## config.mk

```make
export PLATFORM = sky130hd
export DESIGN_NAME = mcu_band_reader_flat
export DESIGN_NICKNAME = d
export VERILOG_FILES = /design/src/rtl/mcu_band_reader_if.sv /design/src/rtl/mcu_band_reader.sv /design/src/flat_wrapper.sv
export SDC_FILE = /design/constraint.sdc
export NUM_CORES = 1
export LEC_CHECK = 0
export ABC_AREA = 1
export CELL_PAD_IN_SITES_DETAIL_PLACEMENT = 2
export CELL_PAD_IN_SITES_GLOBAL_PLACEMENT = 2
export CORE_MARGIN = 2
export CORE_UTILIZATION = 32
export DETAILED_ROUTE_END_ITERATION = 10
export GPL_ROUTABILITY_DRIVEN = 0
export HOLD_SLACK_MARGIN = 0.03
export PLACE_DENSITY_LB_ADDON = 0.1
export SYNTH_ARGS = -nofsm -noshare
export SYNTH_HDL_FRONTEND = slang
export SYNTH_SLANG_ARGS = --single-unit
```

## constraint.sdc

```tcl
create_clock -name clock -period 2.8 [get_ports clock]
set_input_delay 0.7 -clock clock [delete_from_list [all_inputs] [get_ports clock]]
set_output_delay 0.7 -clock clock [all_outputs]
set_load 0.03 [all_outputs]
```

## src/rtl/mcu_band_reader_if.sv

```systemverilog
// mcu_band_reader_if: EBR read port plus downstream pixel stream handshake
interface mcu_band_reader_if #(
    parameter int num_ebr  = 5,
    parameter int ebr_size = 512
);
    localparam int bw = num_ebr > 1 ? $clog2(num_ebr) : 1;
    localparam int aw = $clog2(ebr_size);
    logic [bw-1:0] read_block_select;
    logic          read_buffer_select;
    logic [aw-1:0] read_addr;
    logic          rden;
    logic [7:0]    read_data;
    logic [7:0]    mcu_pixval;
    logic          mcu_valid;
    logic          mcu_ready;
    logic          mcu_first;
    logic          mcu_last;
    modport master (
        output read_block_select, read_buffer_select, read_addr, rden,
        output mcu_pixval, mcu_valid, mcu_first, mcu_last,
        input  read_data, mcu_ready
    );
    modport slave (
        input  read_block_select, read_buffer_select, read_addr, rden,
        input  mcu_pixval, mcu_valid, mcu_first, mcu_last,
        output read_data, mcu_ready
    );
endinterface

```

## src/rtl/mcu_band_reader.sv

```systemverilog
// mcu_band_reader: streams a completed band out of the EBR bank as 8x8 MCUs through a 2-entry skid FIFO
module mcu_band_reader #(
    parameter int width_pix = 320,
    parameter int num_ebr   = 5,
    parameter int ebr_size  = 512
) (
    input  logic              clock,
    input  logic              nreset,
    input  logic              frontbuffer_select,
    mcu_band_reader_if.master bus,
    output logic              busy,
    output logic              overrun
);
    localparam int nm = width_pix / 8;
    localparam int bw = num_ebr > 1 ? $clog2(num_ebr) : 1;
    localparam int aw = $clog2(ebr_size);
    localparam int rw = aw - 6;
    localparam logic [bw-1:0] max_blk  = bw'(num_ebr - 1);
    localparam logic [bw-1:0] last_blk = bw'((nm - 1) % num_ebr);
    localparam logic [rw-1:0] last_row = rw'((nm - 1) / num_ebr);

    typedef enum logic [1:0] {s_idle, s_fetch, s_drain} state_t;
    state_t state, state_nx;

    logic          fb_q, band_done, inflight, tag_first, tag_last, pop, final_rd;
    logic [bw-1:0] blk;
    logic [rw-1:0] row;
    logic [5:0]    pix;
    logic [1:0]    cnt, wr_at;
    logic [9:0]    e0, e1, entry;

    assign band_done = frontbuffer_select != fb_q;
    assign pop       = bus.mcu_valid && bus.mcu_ready;
    assign wr_at     = cnt - {1'b0, pop};
    assign entry     = {tag_first, tag_last, bus.read_data};
    assign final_rd  = bus.rden && pix == 6'd63 && blk == last_blk && row == last_row;
    assign busy      = state != s_idle;
    // a read may only start if the FIFO can still absorb it once the in-flight read lands
    assign bus.rden  = state == s_fetch && int'(cnt) + int'(inflight) - int'(pop) < 2;
    assign bus.read_block_select = blk;
    assign bus.read_addr  = {row, pix};
    assign bus.mcu_valid  = cnt != 2'd0;
    assign bus.mcu_pixval = e0[7:0];
    assign bus.mcu_first  = bus.mcu_valid && e0[9];
    assign bus.mcu_last   = bus.mcu_valid && e0[8];

    // state register
    always_ff @(posedge clock or negedge nreset)
        if (!nreset) state <= s_idle;
        else         state <= state_nx;

    // next state: wait for a band, fetch it, then drain the FIFO
    always_comb begin
        state_nx = state;
        state_nx = state == s_idle  ? (band_done ? s_fetch : s_idle) :
                   state == s_fetch ? (final_rd ? s_drain : s_fetch) :
                   (cnt == 2'd0 && !inflight ? s_idle : s_drain);
    end

    // band detection, overrun flag and the MCU/pixel address counters
    always_ff @(posedge clock or negedge nreset)
        if (!nreset) begin
            fb_q                   <= 1'b0;
            bus.read_buffer_select <= 1'b0;
            overrun                <= 1'b0;
            inflight               <= 1'b0;
            tag_first              <= 1'b0;
            tag_last               <= 1'b0;
            blk                    <= '0;
            row                    <= '0;
            pix                    <= '0;
        end else begin
            fb_q      <= frontbuffer_select;
            inflight  <= bus.rden;
            tag_first <= pix == 6'd0;
            tag_last  <= pix == 6'd63;
            if (band_done && state == s_idle) bus.read_buffer_select <= fb_q;
            if (band_done && state != s_idle) overrun <= 1'b1;
            if (bus.rden) begin
                pix <= final_rd ? '0 : pix + 6'd1;
                if (pix == 6'd63) begin
                    blk <= (final_rd || blk == max_blk) ? '0 : blk + bw'(1);
                    row <= final_rd ? '0 : blk == max_blk ? row + rw'(1) : row;
                end
            end
        end

    // skid FIFO: e0 is the head, new data lands at the first free slot after any pop
    always_ff @(posedge clock or negedge nreset)
        if (!nreset) begin
            cnt <= 2'd0;
            e0  <= '0;
            e1  <= '0;
        end else begin
            cnt <= wr_at + {1'b0, inflight};
            if (pop && cnt == 2'd2)             e0 <= e1;
            else if (inflight && wr_at == 2'd0) e0 <= entry;
            if (inflight && wr_at == 2'd1)      e1 <= entry;
        end
endmodule

```

## src/flat_wrapper.sv

```systemverilog
// flat-port wrapper written by rule: the top's interface ports become plain ports
module mcu_band_reader_flat 
#(
    parameter int width_pix = 320,
    parameter int num_ebr   = 5,
    parameter int ebr_size  = 512
)
  (clock, nreset, frontbuffer_select, busy, overrun, bus_read_block_select, bus_read_buffer_select, bus_read_addr, bus_rden, bus_mcu_pixval, bus_mcu_valid, bus_mcu_first, bus_mcu_last, bus_read_data, bus_mcu_ready);
  mcu_band_reader_if #(.num_ebr(num_ebr), .ebr_size(ebr_size)) bus_i ();
  input  logic clock;
  input  logic nreset;
  input  logic frontbuffer_select;
  output logic busy;
  output logic overrun;
  output wire logic [$bits(bus_i.read_block_select)-1:0] bus_read_block_select;
  output wire logic [$bits(bus_i.read_buffer_select)-1:0] bus_read_buffer_select;
  output wire logic [$bits(bus_i.read_addr)-1:0] bus_read_addr;
  output wire logic [$bits(bus_i.rden)-1:0] bus_rden;
  output wire logic [$bits(bus_i.mcu_pixval)-1:0] bus_mcu_pixval;
  output wire logic [$bits(bus_i.mcu_valid)-1:0] bus_mcu_valid;
  output wire logic [$bits(bus_i.mcu_first)-1:0] bus_mcu_first;
  output wire logic [$bits(bus_i.mcu_last)-1:0] bus_mcu_last;
  input wire logic [$bits(bus_i.read_data)-1:0] bus_read_data;
  input wire logic [$bits(bus_i.mcu_ready)-1:0] bus_mcu_ready;
  assign bus_read_block_select = bus_i.read_block_select;
  assign bus_read_buffer_select = bus_i.read_buffer_select;
  assign bus_read_addr = bus_i.read_addr;
  assign bus_rden = bus_i.rden;
  assign bus_mcu_pixval = bus_i.mcu_pixval;
  assign bus_mcu_valid = bus_i.mcu_valid;
  assign bus_mcu_first = bus_i.mcu_first;
  assign bus_mcu_last = bus_i.mcu_last;
  assign bus_i.read_data = bus_read_data;
  assign bus_i.mcu_ready = bus_mcu_ready;
  mcu_band_reader #(.width_pix(width_pix), .num_ebr(num_ebr), .ebr_size(ebr_size)) u_core (.clock(clock), .nreset(nreset), .frontbuffer_select(frontbuffer_select), .bus(bus_i), .busy(busy), .overrun(overrun));
endmodule
```

==> summary by stage, run 1 <==
Critical path
Along the worst path, the maximum fanout reaches 2. The worst setup path is captured at an output port. The worst path required time is roughly 2.1 ns. The endpoint identified for the worst register-to-register timing path is u_core.state[0]$_DFF_PN0_. The number of cells traversed by the worst register-to-register path is 13. STA classifies the critical path startpoint as a flip-flop. For flop-to-flop paths, the worst setup slack is roughly 0.77 ns. The arrival time at the worst endpoint is 1.98 ns.

The startpoint of the most critical register-to-register path is u_core.inflight$_DFF_PN0_. By startpoint and endpoint, the worst setup path is classified as flip-flop to output port.

Timing
The final critical-path share of the clock period is 0.955. At the pin with the least slew margin, the transition time is 0.582 ns. In the final timing run, aggregate negative setup slack is 0 ns. The final number of setup-violating endpoints is 0. The number of pins exceeding their max-slew limit in the final report is 0. The post-route minimum period is roughly 2.7 ns. The hold violation count in the final report was 0. Based on the critical path, the design can be clocked at up to roughly 0.37 GHz. Between clock sinks in the finished design, the worst skew comes to around 0.0057 ns. The relative slew slack is 0.612.

Floorplanning
Pin placement for this block handled 39 I/O pins. The region available for standard cell placement spans a little under 7000 µm². The area enclosed by the die boundary is approximately 7700 µm². The vertical die dimension is around 88 µm.

The initial utilization of the core area, before any placement, comes to 0.329. The die is roughly 88 µm wide. The number of placement rows is 30.

Final layout
In the layout the commonest cells are 43 x sky130_fd_sc_hd__nand2_1, 41 x sky130_fd_sc_hd__dfrtp_1, 35 x sky130_fd_sc_hd__clkdlybuf4s50_1, 33 x sky130_fd_sc_hd__inv_1, 29 x sky130_fd_sc_hd__nor2_1. The net count of the finished layout is ~320. The share of post-route cells with drive strength above 1 is 0.158. The final cell count without fillers is 393. Relative to the synthesized area, the layout overhead comes to 29.3%. Leaving out fill and tap cells, the most frequent cell in the layout is sky130_fd_sc_hd__nand2_1. 0 antenna diodes ended up in the layout.

Yosys
The largest area contributor in the synthesized netlist is sky130_fd_sc_hd__dfrtp_1. The cell count after synthesis is ~250. Of the post-synthesis cell area, the dominant cell type holds 0.470. The register area share after synthesis is 0.470. The Yosys step of the flow raised 0 warnings. The post-synthesis instance area is about 2200 µm². Averaged over all synthesized cells, the footprint is a little under 9 µm². The number of nets in the synthesized netlist is 280. The flip-flop and latch count after synthesis is between 40 and 50. By area the synthesized netlist is led by sky130_fd_sc_hd__dfrtp_1 47%, sky130_fd_sc_hd__ha_1 7.8%, sky130_fd_sc_hd__nand2_1 7.4%. In this run, distinct cell masters in the synthesized netlist total 32.

Pwr
The power per cell area is roughly 1000 nW/µm². The register share of total power is 0.316. The internal portion of total power is ~1.8 mW. The leakage dissipation is between 1 and 1.5 nW.

The share of total power dissipated in combinational logic is 0.490. In this run the power spent charging and discharging nets is between 1 and 1.5 mW. The share of total power dissipated in the clock network is 0.194. The switching power share of the total is 0.414. The worst vdd rail ir drop is 473 µV.

Worst hold path
The type of the most critical hold path is input pin to asynchronous set/reset pin.

Global routing
The via count of the first global-routing pass is roughly 1900. The number of antenna violations at the first check in global routing is 0. In the global route stage, overall resource usage came out at 0.151. The first global-routing pass estimated 8.98 mm of wire. Entering global routing, the biggest net connects 25 pins. For this run the aggregate overflow at the end of global routing stands at 0.

Clock tree
The clock root buffer is sky130_fd_sc_hd__clkbuf_8. The CTS tree is yes. The clock latency on the worst-skew pair is around 0.29 ns. In this run the deepest clock path goes through 2 buffers. After clock tree synthesis, the clock-pin slew on the worst setup and hold paths is roughly 0.09 ns. The H-tree was split into 2 levels. The number of clock buffers added by TritonCTS is 5. The number of buffers added to fix hold violations after cts is 0. The number of sinks handled by clock tree synthesis is 42.

Detailed routing
The antenna violation net count after detailed routing is 0. The routed length on met1 is approximately 2.4 mm. The per-cell via count in the routed design is approximately 4.5. The number of vias in the routed layout is roughly 1800. The routed length per instance is between 10 and 15 µm. The routed wire length is approximately 5.2 mm. In the detailed route, the total length drawn on met3 is approximately 140 µm.

In the routed design, unresolved DRC markers number 0. The highest metal layer carrying signal wires in the routed design is met4. The met2 routed wirelength is about 2.7 mm. The DRC violation total after the first TritonRoute iteration is 76.

The detailed-router iteration count before antenna repair is 4.

Run
Max-cap violations in this run came to 0.

Place
After legalization and detailed placement, the total HPWL measured ~3.9 mm. The cell count after placement is around 380. The count of buffers added on input and output ports is 38.

Outcome
The flow ran to the end, and the final reports show no timing, DRC or antenna violations.
==> metrics by stage <==
step	hold slack [ns]	power [mW]	worst slack, ns	utilization	instance area [µm²]
global route	0.421	3.26	-0.000366	0.425	2890
floorplan	0.404	1.94	0.297	-	2230
finish	0.398	3.00	0.125	0.425	2890
global placement	0.440	2.35	-0.00966	0.399	2710
detailed placement	0.496	2.40	-0.0586	0.399	2710
CTS	0.414	3.01	0.0140	0.421	2860
==> critical path, stage by stage, from the launching register on <==
cell and delay, ns:
sky130_fd_sc_hd__dfrtp_2 0.42, sky130_fd_sc_hd__ha_2 0.31, sky130_fd_sc_hd__inv_1 0.05, sky130_fd_sc_hd__nand3_2 0.08, sky130_fd_sc_hd__inv_2 0.05, sky130_fd_sc_hd__ha_1 0.20, sky130_fd_sc_hd__ha_2 0.18, sky130_fd_sc_hd__inv_2 0.05
sky130_fd_sc_hd__nand2_2 0.05, sky130_fd_sc_hd__nand2_4 0.08, sky130_fd_sc_hd__nand2_4 0.04, sky130_fd_sc_hd__inv_2 0.06, sky130_fd_sc_hd__buf_6 0.12
==> synthesized netlist by cell type (all sizes together) <==
master	count
o2111ai	3
nand4	1
ha	14
nand3	9
nand2	49
inv	38
mux2	1
o21ai	16
or2	1
o211ai	1
a21oi	22
clkinv	1
fa	1
a21o	1
buf	12
xnor2	4
nor4	1
dfrtp	42
nor2	31
o31ai	1
xor2	2
clkbuf	2
==> per-layer routing <==
metal | GRT usage | vias to the layer above
met2 | 0.260 | 27
met1 | 0.194 | 868
met3 | 0.0254 | 2
met5 | 0 | -
met4 | 0.0448 | 0
li1 | - | 872
==> cells by family after synthesis <==
logic type               count (synthesis)  synth area share
XOR/XNOR                                 6            0.0235
adder cells (fa/ha/maj)                 15            0.0873
multiplexers                             1           0.00504
AND/OR/NAND/NOR                         92             0.199
AO/OA/AOI/OAI                           44             0.109
buffers and inverters                   53             0.106
flip-flops                              42             0.470
==> area by class of cell <==
class,count,area (µm²)
Clock inverter,3,68.8
Tap cell,96,120
Timing Repair Buffer,50,478
Fill cell,778,3910
Clock buffer,5,68.8
Sequential cell,42,1050
Inverter,39,148
Multi-Input combinational cell,158,953
==> what timing repair did <==
item,CTS,global route
pin swaps,0,1
setup endpoints to repair,1,1
setup buffers,1,3
cloned,0,0
resized for setup,3,7
==> power by group through the flow <==
| stage | clock network [mW] | logic (mW) | registers (mW) |
|---|---|---|---|
| after floorplan | 0 | 0.950 | 0.989 |
| after global placement | 0 | 1.39 | 0.959 |
| after detailed placement | 0 | 1.43 | 0.966 |
| after CTS | 0.606 | 1.46 | 0.948 |
| after global routing | 0.625 | 1.66 | 0.976 |
| final | 0.580 | 1.47 | 0.947 |
==> sequential cells by signal, summed over array words and instances, names as in the netlist <==
| signal | flops |
|---|---|
| u_core.pix | 6 |
| u_core.e0 | 10 |
| u_core.tag_last | 1 |
| u_core.cnt | 2 |
| u_core.row | 3 |
| u_core.overrun | 1 |
| u_core.e1 | 10 |
| u_core.bus.read_buffer_select | 1 |
| u_core.inflight | 1 |
| u_core.tag_first | 1 |
| u_core.fb_q | 1 |
| u_core.state | 2 |
| u_core.bus.read_block_select | 3 |
==> worst max-delay path by stage <==
stage,startpoint,end,slack [ns],cells after the start
floorplan,u_core.inflight$_DFF_PN0_,bus_rden,0.30,11
global placement,bus_mcu_ready,bus_rden,-0.01,11
detailed placement,bus_mcu_ready,bus_rden,-0.06,11
CTS,u_core.cnt[0]$_DFF_PN0_,bus_rden,0.01,12
global route,u_core.inflight$_DFF_PN0_,bus_rden,-0.0004,12
finish,u_core.inflight$_DFF_PN0_,bus_rden,0.12,12
Note: power is estimated with default switching activity, not from simulation.
==> run 2: changes to the inputs <==
Settings changed: ABC_AREA 1 to not set, ABC_CLOCK_PERIOD_IN_PS set to 2800, CORE_UTILIZATION 32 to 33, REMOVE_ABC_BUFFERS set to 1.
==> run 2 against run 1 <==
Sequential share of layout area is 0.26 points higher. Synthesized area down 4.5%. Die area is 7.0% lower. Worst hold slack gained 0.080 ns. Final cell count decreased by 17%. Sequential power up 0.8%. Non-clock buffer count up 9.
==> summary by stage, run 2 <==
Yosys
The cell count after synthesis is between 150 and 200. For this run, the number of Yosys warnings is 0. The number of different library cells in the post-synthesis netlist is 36. The synthesized netlist occupies a cell area of between 2000 and 2500 µm².

For this run, the register share of the synthesized area comes to 0.492. In the post-synthesis netlist, the cell with the most instances is sky130_fd_sc_hd__dfrtp_1. The adder-cell share of the synthesized area is 0.0914. The post-synthesis compound-gate area fraction is 0.0862. Counting flops with an async set or reset pin after synthesis yields a share of 1.00.

The fraction of synthesized cell area taken by the top area cell type is 0.492. By area the synthesized netlist is led by sky130_fd_sc_hd__dfrtp_1 49%, sky130_fd_sc_hd__ha_1 8.2%, sky130_fd_sc_hd__mux2_2 7.4%. Of the total synthesized cell area, the portion taken by XOR and XNOR cells is 0.0205. After synthesis the netlist holds a flip-flop and latch count of 42. The multiplexer fraction of the synthesized cell area is 0.125. The simple logic cell fraction of the synthesized area is 0.127. Counting flops with a built-in enable in the synthesized netlist gives 0. The largest area contributor in the synthesized netlist is sky130_fd_sc_hd__dfrtp_1. A synthesized cell averages 11.1 µm². The main combinational cell family by area after synthesis is simple AND/OR/NAND/NOR gates.

By count the netlist is led by 42 x sky130_fd_sc_hd__dfrtp_1, 15 x sky130_fd_sc_hd__o21ai_0, 14 x sky130_fd_sc_hd__ha_1, 14 x sky130_fd_sc_hd__mux2_2. In the synthesized netlist the dominant register cell turns out to be sky130_fd_sc_hd__dfrtp_1.

Clock tree
At the later pin of the worst-skew pair, clock insertion delay measures ~0.3 ns. After clock tree synthesis, the clock-pin slew on the worst setup and hold paths is ~0.08 ns. The number of buffers added to fix hold violations after cts is 0. The tree built by TritonCTS fans out to 42 sinks.

Clock tree synthesis selected as its root buffer the cell sky130_fd_sc_hd__clkbuf_8. The H-tree was split into 2 levels. The buffer levels on the longest clock path is 2.

TritonCTS created 5 clock buffers. The CTS tree is yes.

Run
Max-cap violations in this run came to 0.

Global routing
The first global-routing pass estimated between 9 and 10 mm of wire. The global-route congestion overflow total is 0. The number of antenna violations at the first check in global routing was 0.

Entering global routing, the biggest net connects 43 pins. In the global route stage, overall resource usage came out at 0.166. The via count of the first global-routing pass is 1847.

Floorplanning
The width of the chip is between 80 and 90 µm. The area enclosed by the die boundary is between 7000 and 8000 µm². The area of the core region is 6310 µm².

The boundary pin count is 39. The initial core utilization is 0.338. The vertical die dimension is between 80 and 90 µm. Row generation in the floorplan step produced 29 rows.

Pwr
The worst vdd rail ir drop is between 800 and 900 µV. The power per cell area is approximately 1200 nW/µm². For this design the static power due to leakage is roughly 1.3 nW.

Critical path
The worst setup path is of the input pin to output port kind. The worst setup path is launched from an input pin. STA classifies the critical path endpoint as an output port. Counting stages on the worst path, the most repeated cell is sky130_fd_sc_hd__nor2_4.

Setup slack on the worst reg-to-reg path comes out at roughly 0.28 ns. Along the worst path, the maximum fanout reaches 2. The end of the worst register-to-register path is u_core.pix[0]$_DFFE_PN0N_.

The largest stage delay on the critical path is between 0.3 and 0.4 ns. Traced cell by cell, the critical path runs through dlygate4sd2_1 > o21ai_4 > nor2_4 > fa_2 > buf_4 > nand2b_4 > o211a_4 > nor2_4 > buf_6. The startpoint of the most critical register-to-register path is u_core.inflight$_DFF_PN0_.

The highest-delay cell along the critical path is sky130_fd_sc_hd__fa_2. At the worst endpoint, the required time is ~2.1 ns. The number of cells traversed by the worst register-to-register path is 13. Data on the critical path arrives at its endpoint at roughly 2.1 ns.

Final layout
The top cell types in the final layout, fill and taps aside, are 42 x sky130_fd_sc_hd__dfrtp_1, 35 x sky130_fd_sc_hd__clkdlybuf4s50_1, 21 x sky130_fd_sc_hd__buf_4, 15 x sky130_fd_sc_hd__o21ai_0, 14 x sky130_fd_sc_hd__mux2_2. The largest registers in the layout are u_core.e0: 10 flops, u_core.e1: 10 flops, u_core.pix: 6 flops. The antenna diode count is 0.

In the final layout, the share of cells above drive strength 1 is 0.242. The layout net count is between 200 and 300. The summed area of non-filler cells in the final layout is about 2900 µm². Compared with the post-synthesis result, the final layout area differs by 34.2%. The most common library cell in the layout ignoring fill and taps is sky130_fd_sc_hd__dfrtp_1.

Timing
Timing would allow up to between 0.3 and 0.4 GHz. For the pin with the worst max-slew slack, the measured transition is a little under 1 ns. The number of pins exceeding their max-slew limit in the final report is 0. The post-route minimum period is 2.79 ns. The final number of setup-violating endpoints is 0. Setup total negative slack on the finished layout was measured at 0 ns. The final critical-path share of the clock period is 0.996.

Clock skew on the completed layout was measured at a little over 0.008 ns. The hold violation count in the final report came to 0. Setup repair after global routing could not meet its margin everywhere. The worst pin sits at a relative slew slack of 0.359.

Detailed routing
Dividing the detail-routed wire length by the instance count gives about 17 µm. The first detailed-routing pass took 4 iterations. The number of design rule violations left after detail routing is 0.

The routed wire length is 5.57 mm. The first routing iteration left 28 violations. The count of nets left with antenna violations once routing finished came out at 0.

The detailed router placed between 1500 and 2000 vias in this run. Using the TritonRoute via totals, the vias-per-cell ratio works out to just under 5.

Outcome
The flow ran to the end, and the final reports show no timing, DRC or antenna violations.

Worst hold path
The type of the most critical hold path is flip-flop to flip-flop. The number of cells on the worst hold path is 1. The destination of the worst hold path is u_core.overrun$_DFFE_PN0P_. The source of the worst hold timing path is u_core.overrun$_DFFE_PN0P_.

Place
During placement, the flow inserted port buffers numbering 38. After detailed placement, the total cell area comes to between 2000 and 3000 µm². The wire-length estimate of the detail-placed layout is 4.04 mm.
-- run 2: repair_timing --
item | 4_1_cts | 5_1_grt
buffers inserted | 5 | 1
gates resized for setup | 17 | 3
endpoints found under the setup margin | 1 | 1
pin swaps | 8 | 5
-- run 2: metrics by stage --
stage / hold slack, ns / utilization / setup slack (ns) / instances / total power, mW
global placement: 0.443 / 0.419 / -0.250 / 311 / 2.58
finish: 0.478 / 0.454 / 0.0121 / 325 / 3.37
detailed placement: 0.463 / 0.419 / -0.304 / 311 / 2.70
global route: 0.499 / 0.454 / -0.0280 / 325 / 3.61
floorplan: 0.404 / - / 0.0202 / 181 / 1.93
CTS: 0.487 / 0.449 / -0.000524 / 324 / 3.32
-- run 2: worst max-delay path, delay by kind of cell --
family	cells	cell delay [ns]
AND/OR/NAND/NOR	3	0.19
adder cells (fa/ha/maj)	1	0.36
buffers and inverters	3	0.57
AO/OA/AOI/OAI	2	0.27
-- run 2: area by class of cell --
type	count	area, µm²
clock inverters	2	13.8
flip-flops and latches	42	1050
clock buffers	6	72.6
inverters	13	51.3
well taps	77	96.3
multi-input cells	126	1050
fillers	672	3450
repair buffers	59	533
-- run 2: worst max path at each step --
stage                              start        to  slack, ns  depth (start not counted)
2_1_floorplan  u_core.inflight$_DFF_PN0_  bus_rden       0.02                          9
3_3_place_gp               bus_mcu_ready  bus_rden      -0.25                          9
3_5_place_dp               bus_mcu_ready  bus_rden      -0.30                          9
4_1_cts        u_core.inflight$_DFF_PN0_  bus_rden    -0.0005                         10
5_1_grt          u_core.cnt[0]$_DFF_PN0_  bus_rden      -0.03                          9
6_report                   bus_mcu_ready  bus_rden       0.01                          9
-- run 2: routing by layer --
| metal | up-vias | global-route usage | wire length (µm) |
|---|---|---|---|
| met5 | - | 0 | 0 |
| met2 | 31 | 0.312 | 3010 |
| met3 | 4 | 0.0315 | 192 |
| met1 | 795 | 0.190 | 2300 |
| met4 | 0 | 0.0519 | 71 |
| li1 | 767 | - | - |
-- run 2: cell families after synthesis --
logic type,after synthesis
simple gates,52
flops,42
compound gates,29
mux,25
buf+inv,24
fa+ha+maj,15
xor+xnor,5
-- run 2: report_power, final --
group	switching, mW	leakage, nW	internal, mW	total [mW]
logic	1.09	0.703	0.930	2.02
clock network	0.220	0.0452	0.176	0.397
registers	0.144	0.523	0.810	0.955
